--- src/rtl/spi_xfer_arbiter.sv ---
// Round-robin sequencer sharing one byte-serial SPI shifter among NREQ clients.
// Optional watchdog on the shifter completion: define SPI_ARB_TIMEOUT_EN.
module spi_xfer_arbiter #(
    parameter int NREQ       = 4,
    parameter int DW         = 8,
    parameter int GAP_CYCLES = 2,
    parameter int TIMEOUT    = 255
) (
    input  logic               counter_clk,
    input  logic               reset,
    input  logic [NREQ-1:0]    req,
    input  logic [NREQ*DW-1:0] wdata,
    output logic [NREQ-1:0]    ack,
    output logic [DW-1:0]      rdata,
    output logic               err,
    output logic               busy,
    output logic [2:0]         grant_id,
    output logic [NREQ-1:0]    cs_n,
    output logic               spi_start,
    output logic [DW-1:0]      spi_tx_byte,
    input  logic               spi_busy,
    input  logic               spi_done,
    input  logic [DW-1:0]      spi_rx_byte
);

    localparam int IW = 3;

    typedef enum logic [2:0] {
        S_IDLE,
        S_CS_SETUP,
        S_WAIT_DONE,
        S_CS_HOLD,
        S_GAP
    } state_t;

    state_t          state_q, state_d;
    logic [IW-1:0]   ptr_q, ptr_d;
    logic [IW-1:0]   grant_q, grant_d;
    logic [NREQ-1:0] cs_n_q, cs_n_d;
    logic [NREQ-1:0] ack_q, ack_d;
    logic [DW-1:0]   tx_q, tx_d;
    logic [DW-1:0]   rdata_q, rdata_d;
    logic            start_q, start_d;
    logic            busy_q, busy_d;
    logic [7:0]      gap_q, gap_d;

    logic            win_found;
    logic [IW-1:0]   win_idx;
    logic [IW-1:0]   scan_idx;
    logic            scan_hit;
    logic [DW-1:0]   win_data;

`ifdef SPI_ARB_TIMEOUT_EN
    localparam int TW = $clog2(TIMEOUT + 1);
    logic [TW-1:0]   to_cnt_q, to_cnt_d;
    logic            to_flag_q, to_flag_d;
    logic            err_q, err_d;
`endif

    // Scan starts one past the last winner, giving strict rotation.
    always_comb begin
        win_found = 1'b0;
        win_idx   = '0;
        scan_idx  = '0;
        scan_hit  = 1'b0;
        for (int k = 1; k <= NREQ; k++) begin
            scan_idx = IW'((int'(ptr_q) + k) % NREQ);
            scan_hit = 1'b0;
            for (int m = 0; m < NREQ; m++) begin
                if (IW'(m) == scan_idx && req[m]) begin
                    scan_hit = 1'b1;
                end
            end
            if (!win_found && scan_hit) begin
                win_found = 1'b1;
                win_idx   = scan_idx;
            end
        end
    end

    always_comb begin
        win_data = '0;
        for (int i = 0; i < NREQ; i++) begin
            if (IW'(i) == win_idx) begin
                win_data = wdata[i*DW +: DW];
            end
        end
    end

    always_comb begin
        state_d   = state_q;
        ptr_d     = ptr_q;
        grant_d   = grant_q;
        cs_n_d    = cs_n_q;
        ack_d     = '0;
        tx_d      = tx_q;
        rdata_d   = rdata_q;
        start_d   = 1'b0;
        busy_d    = busy_q;
        gap_d     = gap_q;
`ifdef SPI_ARB_TIMEOUT_EN
        to_cnt_d  = to_cnt_q;
        to_flag_d = to_flag_q;
        err_d     = 1'b0;
`endif
        unique case (state_q)
            S_IDLE: begin
                if (win_found) begin
                    state_d = S_CS_SETUP;
                    ptr_d   = win_idx;
                    grant_d = win_idx;
                    tx_d    = win_data;
                    busy_d  = 1'b1;
                    for (int i = 0; i < NREQ; i++) begin
                        cs_n_d[i] = (IW'(i) != win_idx);
                    end
                end
            end
            S_CS_SETUP: begin
                if (!spi_busy) begin
                    state_d = S_WAIT_DONE;
                    start_d = 1'b1;
`ifdef SPI_ARB_TIMEOUT_EN
                    to_cnt_d  = '0;
                    to_flag_d = 1'b0;
`endif
                end
            end
            S_WAIT_DONE: begin
                if (spi_done) begin
                    state_d = S_CS_HOLD;
                    rdata_d = spi_rx_byte;
                end
`ifdef SPI_ARB_TIMEOUT_EN
                else if (int'(to_cnt_q) >= TIMEOUT - 1) begin
                    state_d   = S_CS_HOLD;
                    rdata_d   = '0;
                    to_flag_d = 1'b1;
                end else begin
                    to_cnt_d = to_cnt_q + 1'b1;
                end
`endif
            end
            S_CS_HOLD: begin
                cs_n_d = '1;
                gap_d  = '0;
                for (int i = 0; i < NREQ; i++) begin
                    ack_d[i] = (IW'(i) == grant_q);
                end
`ifdef SPI_ARB_TIMEOUT_EN
                err_d = to_flag_q;
`endif
                if (GAP_CYCLES == 0) begin
                    state_d = S_IDLE;
                    busy_d  = 1'b0;
                end else begin
                    state_d = S_GAP;
                end
            end
            S_GAP: begin
                if (int'(gap_q) >= GAP_CYCLES - 1) begin
                    state_d = S_IDLE;
                    busy_d  = 1'b0;
                end else begin
                    gap_d = gap_q + 8'd1;
                end
            end
            default: begin
                state_d = S_IDLE;
            end
        endcase
    end

    always_ff @(posedge counter_clk) begin
        if (!reset) begin
            state_q   <= S_IDLE;
            ptr_q     <= IW'(NREQ - 1);
            grant_q   <= '0;
            cs_n_q    <= '1;
            ack_q     <= '0;
            tx_q      <= '0;
            rdata_q   <= '0;
            start_q   <= 1'b0;
            busy_q    <= 1'b0;
            gap_q     <= '0;
        end else begin
            state_q   <= state_d;
            ptr_q     <= ptr_d;
            grant_q   <= grant_d;
            cs_n_q    <= cs_n_d;
            ack_q     <= ack_d;
            tx_q      <= tx_d;
            rdata_q   <= rdata_d;
            start_q   <= start_d;
            busy_q    <= busy_d;
            gap_q     <= gap_d;
        end
    end

`ifdef SPI_ARB_TIMEOUT_EN
    always_ff @(posedge counter_clk) begin
        if (!reset) begin
            to_cnt_q  <= '0;
            to_flag_q <= 1'b0;
            err_q     <= 1'b0;
        end else begin
            to_cnt_q  <= to_cnt_d;
            to_flag_q <= to_flag_d;
            err_q     <= err_d;
        end
    end

    assign err = err_q;
`else
    assign err = 1'b0;
`endif

    assign ack         = ack_q;
    assign rdata       = rdata_q;
    assign busy        = busy_q;
    assign grant_id    = grant_q;
    assign cs_n        = cs_n_q;
    assign spi_start   = start_q;
    assign spi_tx_byte = tx_q;

endmodule

--- config.mk ---
export PLATFORM = sky130hd
export DESIGN_NAME = spi_xfer_arbiter
export DESIGN_NICKNAME = d
export VERILOG_FILES = /design/src/rtl/spi_xfer_arbiter.sv
export SDC_FILE = /design/constraint.sdc
export NUM_CORES = 1
export LEC_CHECK = 0
export BUFFER_PORTS_ARGS = -buffer_cell sky130_fd_sc_hd__buf_2
export CORE_UTILIZATION = 53
export CTS_BUF_LIST = sky130_fd_sc_hd__clkbuf_4 sky130_fd_sc_hd__clkbuf_8 sky130_fd_sc_hd__clkbuf_16
export CTS_CLUSTER_SIZE = 24
export DETAILED_ROUTE_END_ITERATION = 16
export PLACE_DENSITY = 0.95
export SLEW_MARGIN = 15
export SYNTH_ARGS = -nofsm -noshare
export SYNTH_HDL_FRONTEND = slang
export SYNTH_SLANG_ARGS = --single-unit
export TNS_END_PERCENT = 30
--- constraint.sdc ---
create_clock -name counter_clk -period 7.01 [get_ports counter_clk]
set_clock_uncertainty 0.05 [all_clocks]
set_input_delay 0.701 -clock counter_clk [delete_from_list [all_inputs] [get_ports counter_clk]]
set_output_delay 0.701 -clock counter_clk [all_outputs]
set_load 0.01 [all_outputs]
==> flow_summary_export.csv <==
group,metric,value,unit
route,drt_iter0_drc,104,
synth,synth_most_common_cell,"dfxtp_1",
synth,synth_area_per_cell,9.303,µm²
synth,syn_area,2074,µm²
grt,grt_pass1_vias,1832,
sta,layout_setup_ws,3.623,ns
cells_and_area,diodes,0,
flow_run,cap_violations,0,
sta,post-route-period-util,48.32,%
route,vias_per_cell,5.747,
grt,antenna_found_initial,0,
sta,hold_violations,0,
synth,ys.flop_type,"dfxtp_1",
cells_and_area,final_nets,351,
grt,grt_pass1_wl,8093,µm
synth,yosysWarnings,0,
synth,yosysSeqAreaShare,39.57,%
floorplan,dieWidth,64.57,µm
clock_network,root_buffer,"clkbuf_8",
sta,setup_viol,0,
pwr,p_per_area,465.5,nW/µm²
sta,finalSetupTns,0,ns
pwr,pwr-share-clk,16.4,%
synth,yosys-top-cells-area,"dfxtp_1 40%, mux2i_1 12%, nor2_1 4.9%",
pwr,swShare,43.11,%
grt,grt_usage,25.29,%
pwr,ir_drop,0.2932,mV
floorplan,die-area,4169,µm²
route,drc_errors,0,
sta,fin_crit,3.387,ns
sta,max_slew_margin,30.09,%
route,drtAntennaViolNets,0,
route,drt-wirelength-per-cell,15.01,µm
critical_path,r2r_cells,8,
route,first_pass_iters,4,
hold_path,hp-class,"register to register",
clock_network,cts.repair_timing.setup_buffer_count,0,
sta,fmax,0.2953,GHz
pwr,internal_power,685.3,µW
critical_path,path_max_fanout,15,
place,hpwl,3856,µm
synth,synth_edf_count,0,
clock_network,cts-buffers-inserted,5,
sta,hold_ws,0.4077,ns
synth,postSynthCellCount,223,
critical_path,critPathArrivalTime,3.49,ns
critical_path,required,7.11,ns
place,place.gp.congestion,0.8086,
clock_network,cts_tree,"yes",
pwr,combPwrFrac,57.1,%
run_status,status,"completed",
floorplan,io_pins,78,
pwr,p_leak,0.001173,µW
grt,gr-total-overflow,0,
place,port_buffers,75,
sta,worst_pin_slew,1.043,ns
floorplan,start_util,55.82,%
critical_path,startpoint_type,"register",
grt,grt_max_degree,21,
clock_network,clk_pin_slew,0.08,ns
clock_network,h-tree-depth,2,
cells_and_area,drive_above_1_share,32.77,%
sta,rsz0062_at_grt,"no",
synth,yosysUniqueCellTypes,48,
pwr,switchingPower,519.2,µW
place,pre_cts_ws,3.726,ns
pwr,p_seq_share,26.5,%
critical_path,endpoint_kind,"register",
sta,drv_slew,0,
floorplan,core_area,3716,µm²
floorplan,rows,22,
clock_network,holdBufCountCts,0,
synth,synthArstFlopShare,0,%
synth,synth_seq_cells,41,
clock_network,cts_resized,0,
synth,synth_top_area_cell,"dfxtp_1",
clock_network,clock_path_buffers,2,
synth,synth_top_area_share,39.57,%
clock_network,clock_sinks,41,
clock_network,insertion_delay,0.29,ns
synth,synthTopCellsByCount,"41 x dfxtp_1, 27 x nor2_1, 24 x mux2i_1",
hold_path,whs_path_depth,1,
route,vias,1977,
cells_and_area,syn2layout_area_growth,24.73,%
floorplan,die_y,64.57,µm
route,routed_wl,5162,µm
critical_path,crit_type,"register to register",
layout make-up:
class,count,area [µm²]
fillers,286,1129
multi-input cells,165,1181
inverters,6,22.52
repair buffers,76,382.9
flip-flops and latches,41,820.8
well taps,48,60.06
clock buffers,6,82.58
clock inverters,2,37.54
final timing paths:
| path | startpoint | endpoint | slack [ns] |
|---|---|---|---|
| worst max-delay path | ptr_q[0]$_SDFFE_PN1P_ | spi_tx_byte[5]$_SDFFE_PN0P_ | 3.62 |
| worst min-delay path | gap_q[5]$_SDFFE_PN0P_ | gap_q[5]$_SDFFE_PN0P_ | 0.41 |
| worst max register to register | ptr_q[0]$_SDFFE_PN1P_ | spi_tx_byte[5]$_SDFFE_PN0P_ | 3.62 |
| worst min register to register | gap_q[5]$_SDFFE_PN0P_ | gap_q[5]$_SDFFE_PN0P_ | 0.41 |
kinds of logic after synthesis:
logic type	Yosys count	synth area share, %
and+or+nand+nor	77	19.00
AOI/OAI and AO/OA	54	20.87
DFF	41	39.57
muxes	24	11.58
buffers and inverters	18	3.980
adders and majority gates	8	4.825
other	1	0.1808
metal layers:
| layer | GRT usage (%) | up-vias | routed length, µm | share of wire (%) |
|---|---|---|---|---|
| met5 | 0 | - | 0 | 0 |
| met4 | 13.06 | 0 | 131 | 2.5 |
| li1 | - | 958 | - | - |
| met2 | 45.92 | 80 | 2632 | 51 |
| met1 | 28.03 | 925 | 2129 | 41 |
| met3 | 4.225 | 14 | 269 | 5.2 |
per-stage QoR:
stage | total power (µW) | utilization [%] | area, µm² | cells
6_report | 1205 | 69.63 | 2587 | 344
5_1_grt | 1276 | 69.63 | 2587 | 344
4_1_cts | 1197 | 69.63 | 2587 | 344
3_5_place_dp | 997.9 | 66.40 | 2467 | 336
3_3_place_gp | 964.8 | 66.40 | 2467 | 336
2_1_floorplan | 851.0 | - | 2078 | 224
critical path, stage by stage, from the launching register on:
cell,delay (ns)
dfxtp_1,0.52
clkinv_1,0.36
ha_1,0.37
a22oi_1,0.34
nand2_2,0.16
o41ai_4,0.78
or2_2,0.26
or2_1,0.24
o221ai_1,0.16
power groups by stage:
| stage | sequential [µW] | clock [µW] | combinational [µW] |
|---|---|---|---|
| after global placement | 321 | 0 | 644 |
| after floorplan | 329 | 0 | 522 |
| final | 319 | 198 | 688 |
| after CTS | 318 | 199 | 680 |
| after detailed placement | 323 | 0 | 675 |
| after global routing | 325 | 209 | 743 |
placed cells by master (no fill, tap or decap), types with 2 or more instances in the layout:
master / count
a2111o_1: 2
a211oi_1: 2
a21oi_1: 9
a221oi_1: 2
a22oi_1: 5
and2_1: 6
buf_2: 75
clkbuf_8: 6
conb_1: 2
dfxtp_1: 41
ha_1: 8
inv_1: 5
mux2i_1: 24
nand2_1: 7
nand2_2: 2
nand2b_1: 2
nand3_1: 10
nor2_1: 27
nor3_1: 7
nor3b_1: 5
o211ai_1: 4
o21a_1: 3
o21ai_0: 9
o221ai_1: 8
state kept, by name, summed over array words and instances, names as in the netlist:
name         cells
gap_q            8
rdata            8
spi_tx_byte      8
ack              4
cs_n             4
state_q          3
grant_id         2
ptr_q            2
busy             1
spi_start        1
(Power assumes the default switching activity.)
